===== src/rtl/uart_sched_pkg.sv =====
// ---------------------------------------------------------------------------
// uart_sched_pkg
// Shared types and constants for the UART transmit scheduler.
//   sched_state_t : scheduler FSM states. TAG_LOAD/TAG_WAIT are only reached
//                   when the design is built with UART_SCHED_TAG_EN defined.
//   TAG_PREFIX    : upper nibble of the tag byte sent ahead of each data byte.
// ---------------------------------------------------------------------------
package uart_sched_pkg;

    typedef enum logic [2:0] {
        IDLE,
        ARB,
        TAG_LOAD,
        TAG_WAIT,
        LOAD,
        WAIT_DONE,
        GAP
    } sched_state_t;

    localparam logic [3:0] TAG_PREFIX = 4'hA;

endpackage


===== src/rtl/uart_tx_scheduler_if.sv =====
// ---------------------------------------------------------------------------
// uart_tx_scheduler_if
// Bundles the client request side and the UART transmitter side of the
// scheduler.
//   req_valid/req_data/req_ready : per-source byte handshake (slice i of
//                                  req_data is source i's byte)
//   tx_ready/tx_done             : transmitter status
//   tx_start/tx_data             : frame launch towards the transmitter
//   grant_id/sched_busy/err_timeout : scheduler status
// Modports:
//   master : the scheduler itself
//   slave  : the surrounding logic (clients + transmitter)
// ---------------------------------------------------------------------------
interface uart_tx_scheduler_if #(
    parameter int N_REQ = 4
);
    localparam int IDW = $clog2(N_REQ);

    logic [N_REQ-1:0]   req_valid;
    logic [8*N_REQ-1:0] req_data;
    logic [N_REQ-1:0]   req_ready;
    logic               tx_ready;
    logic               tx_done;
    logic               tx_start;
    logic [7:0]         tx_data;
    logic [IDW-1:0]     grant_id;
    logic               sched_busy;
    logic               err_timeout;

    modport master (
        input  req_valid, req_data, tx_ready, tx_done,
        output req_ready, tx_start, tx_data, grant_id, sched_busy, err_timeout
    );

    modport slave (
        output req_valid, req_data, tx_ready, tx_done,
        input  req_ready, tx_start, tx_data, grant_id, sched_busy, err_timeout
    );

endinterface


===== src/rtl/uart_rr_pick.sv =====
// ---------------------------------------------------------------------------
// uart_rr_pick
// Combinational round-robin picker. Scans sources last_grant+1, +2, ...
// (mod N_REQ) and returns the first one with its request bit set.
//   i_req        : request vector, one bit per source
//   i_last_grant : source granted most recently
//   o_grant      : chosen source (i_last_grant when nothing is requesting)
//   o_any_valid  : at least one request bit is set
// ---------------------------------------------------------------------------
module uart_rr_pick #(
    parameter  int N_REQ = 4,
    localparam int IDW   = $clog2(N_REQ)
) (
    input  logic [N_REQ-1:0] i_req,
    input  logic [IDW-1:0]   i_last_grant,
    output logic [IDW-1:0]   o_grant,
    output logic             o_any_valid
);

    logic [IDW-1:0] w_cand;

    // NOTE: every output of a combinational block gets a default before any
    // branch, so no path can leave a value unassigned and infer a latch.
    always_comb begin
        o_grant     = i_last_grant;
        o_any_valid = 1'b0;
        w_cand      = i_last_grant;
        for (int k = 0; k < N_REQ; k++) begin
            // Explicit wrap keeps the scan correct for non-power-of-two N_REQ.
            if (w_cand == IDW'(N_REQ - 1)) begin
                w_cand = '0;
            end else begin
                w_cand = w_cand + 1'b1;
            end
            if (!o_any_valid && i_req[w_cand]) begin
                o_grant     = w_cand;
                o_any_valid = 1'b1;
            end
        end
    end

endmodule


===== src/rtl/uart_tx_scheduler.sv =====
// ---------------------------------------------------------------------------
// uart_tx_scheduler
// Shares one UART byte transmitter between N_REQ byte sources. A round-robin
// arbiter captures one byte, the FSM launches it with a 1-cycle tx_start,
// waits for tx_done under a watchdog, then enforces an idle gap before the
// next arbitration.
// Ports:
//   clk  : system clock, posedge
//   rst  : asynchronous, active-low reset
//   bus  : uart_tx_scheduler_if.master (request handshake, transmitter
//          control, status outputs)
// Parameters:
//   N_REQ          : number of sources, 2..16
//   GAP_CYCLES     : idle cycles forced after each frame, >= 1
//   TIMEOUT_CYCLES : cycles allowed from tx_start to tx_done, >= 2
// Build option:
//   UART_SCHED_TAG_EN : when defined, every data byte is preceded by a tag
//                       byte {4'hA, grant_id}. A tag-frame timeout drops the
//                       (already acknowledged) data byte.
// ---------------------------------------------------------------------------
module uart_tx_scheduler
    import uart_sched_pkg::*;
#(
    parameter int N_REQ          = 4,
    parameter int GAP_CYCLES     = 16,
    parameter int TIMEOUT_CYCLES = 4096
) (
    input logic clk,
    input logic rst,
    uart_tx_scheduler_if.master bus
);

    localparam int IDW = $clog2(N_REQ);
    localparam int WDW = $clog2(TIMEOUT_CYCLES);
    localparam int GCW = $clog2(GAP_CYCLES + 1);

    sched_state_t   r_state;
    sched_state_t   w_next;

    logic [IDW-1:0] r_last_grant;
    logic [IDW-1:0] r_grant_id;
    logic [7:0]     r_tx_data;
    logic [WDW-1:0] r_wdog;
    logic [GCW-1:0] r_gap;
`ifdef UART_SCHED_TAG_EN
    logic [7:0]     r_data_byte;
    logic           w_load_data;
`endif

    logic [IDW-1:0]   w_grant;
    logic             w_any_valid;
    logic [7:0]       w_sel_byte;
    logic [N_REQ-1:0] w_req_ready;
    logic             w_capture;
    logic             w_tx_start;
    logic             w_err_timeout;
    logic             w_in_wait;
    logic             w_wdog_exp;
    logic             w_gap_last;

    uart_rr_pick #(
        .N_REQ (N_REQ)
    ) u_pick (
        .i_req        (bus.req_valid),
        .i_last_grant (r_last_grant),
        .o_grant      (w_grant),
        .o_any_valid  (w_any_valid)
    );

    // Byte mux and one-hot acknowledge for the picked source.
    always_comb begin
        w_sel_byte  = '0;
        w_req_ready = '0;
        for (int i = 0; i < N_REQ; i++) begin
            if (w_grant == IDW'(i)) begin
                w_sel_byte     = bus.req_data[8*i +: 8];
                w_req_ready[i] = w_capture;
            end
        end
    end

`ifdef UART_SCHED_TAG_EN
    assign w_in_wait = (r_state == WAIT_DONE) || (r_state == TAG_WAIT);
`else
    assign w_in_wait = (r_state == WAIT_DONE);
`endif
    assign w_wdog_exp = (r_wdog == WDW'(TIMEOUT_CYCLES - 1));
    assign w_gap_last = (r_gap == GCW'(GAP_CYCLES - 1));

    // NOTE: sequential state uses non-blocking assignments so every register
    // samples the pre-edge values, independent of statement order.
    always_ff @(posedge clk or negedge rst) begin
        if (!rst) begin
            r_state <= IDLE;
        end else begin
            r_state <= w_next;
        end
    end

    always_comb begin
        w_next        = r_state;
        w_capture     = 1'b0;
        w_tx_start    = 1'b0;
        w_err_timeout = 1'b0;
`ifdef UART_SCHED_TAG_EN
        w_load_data   = 1'b0;
`endif
        case (r_state)
            IDLE: begin
                if (|bus.req_valid) w_next = ARB;
            end
            ARB: begin
                if (w_any_valid) begin
                    w_capture = 1'b1;
`ifdef UART_SCHED_TAG_EN
                    w_next    = TAG_LOAD;
`else
                    w_next    = LOAD;
`endif
                end else begin
                    w_next = IDLE;
                end
            end
`ifdef UART_SCHED_TAG_EN
            TAG_LOAD: begin
                if (bus.tx_ready) begin
                    w_tx_start = 1'b1;
                    w_next     = TAG_WAIT;
                end
            end
            TAG_WAIT: begin
                // tx_done is tested first so it wins over a same-cycle expiry.
                if (bus.tx_done) begin
                    w_load_data = 1'b1;
                    w_next      = LOAD;
                end else if (w_wdog_exp) begin
                    w_err_timeout = 1'b1;
                    w_next        = GAP;
                end
            end
`endif
            LOAD: begin
                if (bus.tx_ready) begin
                    w_tx_start = 1'b1;
                    w_next     = WAIT_DONE;
                end
            end
            WAIT_DONE: begin
                // tx_done is tested first so it wins over a same-cycle expiry.
                if (bus.tx_done) begin
                    w_next = GAP;
                end else if (w_wdog_exp) begin
                    w_err_timeout = 1'b1;
                    w_next        = GAP;
                end
            end
            GAP: begin
                if (w_gap_last) w_next = IDLE;
            end
            default: w_next = IDLE;
        endcase
    end

    // Capture registers, watchdog and gap counters.
    always_ff @(posedge clk or negedge rst) begin
        if (!rst) begin
            r_last_grant <= IDW'(N_REQ - 1);
            r_grant_id   <= '0;
            r_tx_data    <= '0;
            r_wdog       <= '0;
            r_gap        <= '0;
`ifdef UART_SCHED_TAG_EN
            r_data_byte  <= '0;
`endif
        end else begin
            if (w_capture) begin
                r_grant_id   <= w_grant;
                r_last_grant <= w_grant;
`ifdef UART_SCHED_TAG_EN
                r_tx_data    <= {TAG_PREFIX, 4'(w_grant)};
                r_data_byte  <= w_sel_byte;
`else
                r_tx_data    <= w_sel_byte;
`endif
            end
`ifdef UART_SCHED_TAG_EN
            if (w_load_data) r_tx_data <= r_data_byte;
`endif
            // Watchdog restarts on every launch and saturates at expiry.
            if (w_tx_start) begin
                r_wdog <= '0;
            end else if (w_in_wait && !w_wdog_exp) begin
                r_wdog <= r_wdog + 1'b1;
            end
            // Gap counter is held at zero outside GAP so each gap starts clean.
            if (r_state != GAP) begin
                r_gap <= '0;
            end else if (!w_gap_last) begin
                r_gap <= r_gap + 1'b1;
            end
        end
    end

    assign bus.req_ready   = w_req_ready;
    assign bus.tx_start    = w_tx_start;
    assign bus.tx_data     = r_tx_data;
    assign bus.grant_id    = r_grant_id;
    assign bus.sched_busy  = (r_state != IDLE);
    assign bus.err_timeout = w_err_timeout;

endmodule


===== src/flat_wrapper.sv =====
// flat-port wrapper written by rule: the top's interface ports become plain ports
module uart_tx_scheduler_flat import uart_sched_pkg::*;
#(
    parameter int N_REQ          = 4,
    parameter int GAP_CYCLES     = 16,
    parameter int TIMEOUT_CYCLES = 4096
)
  (clk, rst, bus_req_valid, bus_req_data, bus_tx_ready, bus_tx_done, bus_req_ready, bus_tx_start, bus_tx_data, bus_grant_id, bus_sched_busy, bus_err_timeout);
  uart_tx_scheduler_if #(.N_REQ(N_REQ)) bus_i ();
  input logic clk;
  input logic rst;
  input wire logic [$bits(bus_i.req_valid)-1:0] bus_req_valid;
  input wire logic [$bits(bus_i.req_data)-1:0] bus_req_data;
  input wire logic [$bits(bus_i.tx_ready)-1:0] bus_tx_ready;
  input wire logic [$bits(bus_i.tx_done)-1:0] bus_tx_done;
  output wire logic [$bits(bus_i.req_ready)-1:0] bus_req_ready;
  output wire logic [$bits(bus_i.tx_start)-1:0] bus_tx_start;
  output wire logic [$bits(bus_i.tx_data)-1:0] bus_tx_data;
  output wire logic [$bits(bus_i.grant_id)-1:0] bus_grant_id;
  output wire logic [$bits(bus_i.sched_busy)-1:0] bus_sched_busy;
  output wire logic [$bits(bus_i.err_timeout)-1:0] bus_err_timeout;
  assign bus_i.req_valid = bus_req_valid;
  assign bus_i.req_data = bus_req_data;
  assign bus_i.tx_ready = bus_tx_ready;
  assign bus_i.tx_done = bus_tx_done;
  assign bus_req_ready = bus_i.req_ready;
  assign bus_tx_start = bus_i.tx_start;
  assign bus_tx_data = bus_i.tx_data;
  assign bus_grant_id = bus_i.grant_id;
  assign bus_sched_busy = bus_i.sched_busy;
  assign bus_err_timeout = bus_i.err_timeout;
  uart_tx_scheduler #(.N_REQ(N_REQ), .GAP_CYCLES(GAP_CYCLES), .TIMEOUT_CYCLES(TIMEOUT_CYCLES)) u_core (.clk(clk), .rst(rst), .bus(bus_i));
endmodule

===== config.mk =====
export PLATFORM = sky130hd
export DESIGN_NAME = uart_tx_scheduler_flat
export DESIGN_NICKNAME = d
export VERILOG_FILES = /design/src/rtl/uart_sched_pkg.sv /design/src/rtl/uart_tx_scheduler_if.sv /design/src/rtl/uart_rr_pick.sv /design/src/rtl/uart_tx_scheduler.sv /design/src/flat_wrapper.sv
export SDC_FILE = /design/constraint.sdc
export NUM_CORES = 1
export LEC_CHECK = 0
export ABC_AREA = 1
export CORE_MARGIN = 5
export CORE_UTILIZATION = 49
export DETAILED_ROUTE_END_ITERATION = 10
export PLACE_DENSITY = 0.85
export SYNTH_ARGS = -nofsm -noshare
export SYNTH_HDL_FRONTEND = slang
export SYNTH_SLANG_ARGS = --single-unit

===== constraint.sdc =====
create_clock -name clk -period 3.2 [get_ports clk]
set_input_delay 0.96 -clock clk [delete_from_list [all_inputs] [get_ports clk]]
set_output_delay 0.96 -clock clk [all_outputs]
set_load 0.03 [all_outputs]

Word-level counts from Yosys, hierarchy flattened
Index checks and enable logic that the tools add are counted.

Register bits after elaboration: 32. Output and inout bits: 17. Word-level logic and storage cells: 95.

Add/subtract/negate cells: 6. Order comparisons: 4. Equality and inequality tests: 19. Mux-type cells: 46. Reduce and logical (&&, ||, !) cells: 14.

Operators by type and width (count): $mux 8 (4); $mux 12 (2); $mux 1 (19); $mux 3 (6); $mux 2 (8); $pmux 3 s5 (1); $add 12x1->12 const B (1); $eq 12x12->1 const B (1); $eq 2x2->1 const B (6); $lt 2x3->1 const B (4); $mux 5 (2); $eq 3x3->1 const B (3); $add 2x1->2 const B (4); $bmux 1 s2 (4); $ne 3x3->1 const B (2); $add 5x1->5 const B (1); $eq 5x4->1 const B (1); $logic_and 1x1->1 (4); $logic_not 1->1 (4); $ne 2x1->1 const B (2); $ne 2x2->1 const B (2); $reduce_and 4->1 (1); $reduce_or 4->1 (1); $eq 3x1->1 const B (1); 5 further kinds (5).

Depth between registers and ports, before layout
Depth after elaboration: 19. Mapped depth: 17. Gate-level depth less buffers: 17.

Hierarchy
A second synthesis with hierarchy kept.

Cell total of the unflattened synthesis: 336. Area, all modules: 2279.7 um^2.

Modules (own cells, without submodules): uart_tx_scheduler (times used 1, cells an instance 258, area each 1870.5 um^2, seq. area each 803.3 um^2); uart_rr_pick (times used 1, cells an instance 78, area each 409.1 um^2, seq. area each 0.0 um^2).

Worst setup path after synthesis
OpenSTA, ideal clock, no wires.

Path type: reg2out. From: register u_core.r_last_grant[0]. To: output bus_req_ready[0]. Data arrival time: 2.615 ns. Data required time: 2.240 ns. Path slack: -0.375 ns. Cell stages (with the launch flop): 13. Cells stage by stage: dfstp_2 > ha_1 > inv_2 > nand2_1 > nand2_2 > nand2_1 > nand2_2 > nor2_2 > nand3_1 > inv_1 > nor2_4 > clkinv_1 > nor3_1.

Longest elaborated chain between the ends: 17.

RTL lines: start, declared (RTL line uart_tx_scheduler.sv:40) `logic [IDW-1:0] r_last_grant;`; start signal, assigned (RTL line uart_tx_scheduler.sv:167) `r_last_grant <= IDW'(N_REQ - 1);`; start signal, assigned (RTL line uart_tx_scheduler.sv:178) `r_last_grant <= w_grant;`; parallel branches: the longest is 16 deep, another holds $add 2x1->2; $mux 1 (*) (RTL line uart_tx_scheduler.sv:75) `if (w_grant == IDW'(i)) begin`; end, declared (RTL line flat_wrapper.sv:16) `output wire logic [$bits(bus_i.req_ready)-1:0] bus_req_ready;`.

Mark *: on every way between the ends. The select of a mux whose other input is x is not followed.

Worst setup path in the final report
From: register u_core.r_last_grant[0]. To: output bus_req_ready[2].

Same word-level chain as after synthesis.

==> flow_summary.ini <==
[finish]
multi_input_area_um2 = 1450
areaGrowthSynthToFinish_pct = 57.5
ff_latch_area_um2 = 803
num-nets-final = 461
fillers = 277
n_antenna_cell = 0
drive_gt1_frac = 0.282
fin_area_um2 = 3440

[hold_path]
whs_endpoint = u_core.r_wdog[11]
hp-class = flop to flop
min_path_cells = 1
worstHoldStart = u_core.r_wdog[11]

[sta]
worst_slack_ns = -0.139
maxSlewViolCount = 0
post-route-min-period_ns = 3.34
hold_violations = 0
finalSetupViolCount = 4
slew_headroom = 0.711
rsz0062_at_grt = yes
tightest_slew_ns = 0.430
period_share = 1.04
fmax_mhz = 299
fin_skew_ns = 0.00594

[cts]
cts_root_buf = clkbuf_8
postCtsHoldBufs = 0
htreeDepth = 2
cts_buffers = 5
clock-sinks = 32
clockBufferDepth = 2
clk_latency_ns = 0.29
tritoncts = built
clk_pin_slew_ns = 0.07

[detailed_routing]
first_pass_iters = 4
drc = 0
via_count = 2518
ant_nets = 0
drt_iter0_markers = 119
routed_wl_um = 6750
routed_via_density = 5.36
drt-wirelength-per-cell_um = 14.4

[floorplan]
die_area_um2 = 5890
initial_core_util = 0.505
core-area_um2 = 4320
pin_count = 57
dieWidth_um = 76.8
num_rows = 24
die_h_um = 76.8

[logic_synthesis]
synth_fa_ha_area_frac = 0.0229
syn-num-nets = 364
synth_top_family_by_area = simple AND/OR/NAND/NOR gates
syn-cell-area_um2 = 2180
ys_ff_latch = 32
yosys_warnings = 0
syn-instance-count = 320
synth-compound-area-share = 0.122
yosysUniqueCellTypes = 32
synth_mux_area_frac = 0
avgSynthCellArea_um2 = 6.82
synth_xor_area_frac = 0
ys_seq_area_frac = 0.368
synth-simple-area-share = 0.395

[worst_setup_path]
critPathRequiredTime_ns = 2.24
regToRegEndpoint = u_core.bus.tx_data[2]
start_kind = flop
endpoint_kind = output port
critPathKind = flop to output port
r2r-start = u_core.r_last_grant[0]
crit_arrival_ns = 2.38
rr_worst_depth = 18
r2r_slack_ns = 0.62
path_max_fanout = 5

[grt]
antenna_found_initial = 0
grt_overflow = 0
grt_pass1_wl_um = 10800
grt_pass1_vias = 2476
grt_usage = 0.221
grt_max_degree = 33

[placement]
placed_cell_area_um2 = 2970
port_buffers = 56
hpwlAfterDp_um = 4580
place.gp.congestion = 0.958

[run_status]
status = finished, violations left
violations = setup timing

[job]
max-cap-violations = 0
## kinds of logic after synthesis
logic type | after synthesis
simple gates | 187
buf+inv | 49
compound gates | 48
flops | 32
fa+ha+maj | 4
## routing by layer
metal / global-route usage / vias to the layer above / routed length (um)
li1: - / 1237 / -
met1: 0.256 / 1166 / 2650
met2: 0.383 / 89 / 3420
met3: 0.0667 / 26 / 439
met4: 0.0804 / 0 / 240
met5: 0 / - / 0
## state kept, by name, indices dropped and copies added (netlist names)
register	cells
u_core.r_gap	5
u_core.r_last_grant	2
u_core.r_state	3
u_core.r_wdog	12
u_core.bus.grant_id	2
u_core.bus.tx_data	8
## cell usage after synthesis
library cell  instances  area [um2]
nor2_1               23        86.3
dfrtp_1              30         751
inv_2                 4        15.0
o21ai_1               6        30.0
a31oi_1               3        18.8
a21oi_1              13        65.1
nand4_1               4        25.0
buf_6                 2        22.5
o21ai_0              18        90.1
nand2_2               9        56.3
a22o_1                1        8.76
nor3_1               12        60.1
nand2_8               1        20.0
nand3_2               1        10.0
nand2_1              99         372
nand3_1              29         145
buf_2                 1        5.00
o21ai_2               1        8.76
nor2_2                2        12.5
nor2_4                3        33.8
nor3b_1               2        15.0
ha_1                  4        50.1
clkinv_1              2        7.51
a211oi_1              1        7.51
o22ai_1               1        6.26
o221ai_1              1        8.76
dfstp_2               2        52.6
o21bai_1              2        15.0
inv_1                40         150
nor4_1                1        6.26
nand4_4               1        21.3
o21a_1                1        7.51
## layout make-up
| type | count | area share |
|---|---|---|
| flip-flops and latches | 32 | 0.234 |
| repair buffers | 93 | 0.243 |
| clock buffers | 8 | 0.0291 |
| well taps | 52 | 0.0189 |
| multi-input cells | 239 | 0.421 |
| inverters | 46 | 0.0539 |
## critical path, stage by stage (launching register included)
cell and delay (ns):
dfstp_2 0.57, ha_4 0.20, inv_6 0.06, buf_6 0.14, nand2_2 0.10, nand2_4 0.08, nor2_2 0.16, nand2_1 0.08
nand2_1 0.12, nand3_2 0.13, nand2_8 0.13, nand2_8 0.07, nor2_4 0.12, buf_6 0.14
## through the flow
| stage | hold WS, ns | setup TNS (ns) | setup WS [ns] | cells | utilization |
|---|---|---|---|---|---|
| global route | 0.487 | -1.03 | -0.286 | 470 | 0.795 |
| global placement | 0.449 | -1.79 | -0.484 | 444 | 0.686 |
| CTS | 0.467 | -0.0562 | -0.0355 | 466 | 0.767 |
| finish | 0.472 | -0.499 | -0.139 | 470 | 0.795 |
| floorplan | 0.436 | 0 | 0.00722 | 320 | - |
| detailed placement | 0.458 | -1.89 | -0.496 | 444 | 0.686 |
## worst max-delay path by stage
stage | from | endpoint | slack [ns] | cells after the start
4_1_cts | u_core.r_last_grant[0] | bus_req_ready[2] | -0.04 | 13
2_1_floorplan | bus_req_valid[2] | bus_req_ready[2] | 0.007 | 12
3_5_place_dp | bus_req_valid[1] | bus_req_ready[0] | -0.50 | 12
5_1_grt | bus_req_valid[2] | bus_req_ready[2] | -0.29 | 15
3_3_place_gp | bus_req_valid[3] | bus_req_ready[0] | -0.48 | 12
6_report | u_core.r_last_grant[0] | bus_req_ready[2] | -0.14 | 13
## layout by cell type (no fill, tap or decap), types with 2 or more instances in the layout
master,instances
nor2_4,9
nand2_2,13
nor2_1,18
nand3_2,6
o21ai_1,7
buf_2,4
a31oi_1,3
o21ai_0,17
nand4_1,4
inv_2,5
a21oi_2,2
inv_4,2
nand2_8,4
nor3_1,11
ha_1,3
clkbuf_8,7
buf_4,34
inv_1,36
nor3b_1,2
clkdlybuf4s50_1,46
dfrtp_1,30
buf_6,9
a21oi_1,11
clkinv_2,2
nand2_1,80
o21bai_1,2
dfstp_2,2
nand3_1,23
nand2_4,12
## repair_timing
| item | 4_1_cts | 5_1_grt |
|---|---|---|
| setup buffers | 14 | 4 |
| pin swaps | 33 | 13 |
| gates resized for setup | 63 | 22 |
| endpoints found under the setup margin | 4 | 4 |
Power is left out: the tool's default activity adds up to more than one toggle a clock period on the data nets, which glitch-free logic cannot reach.
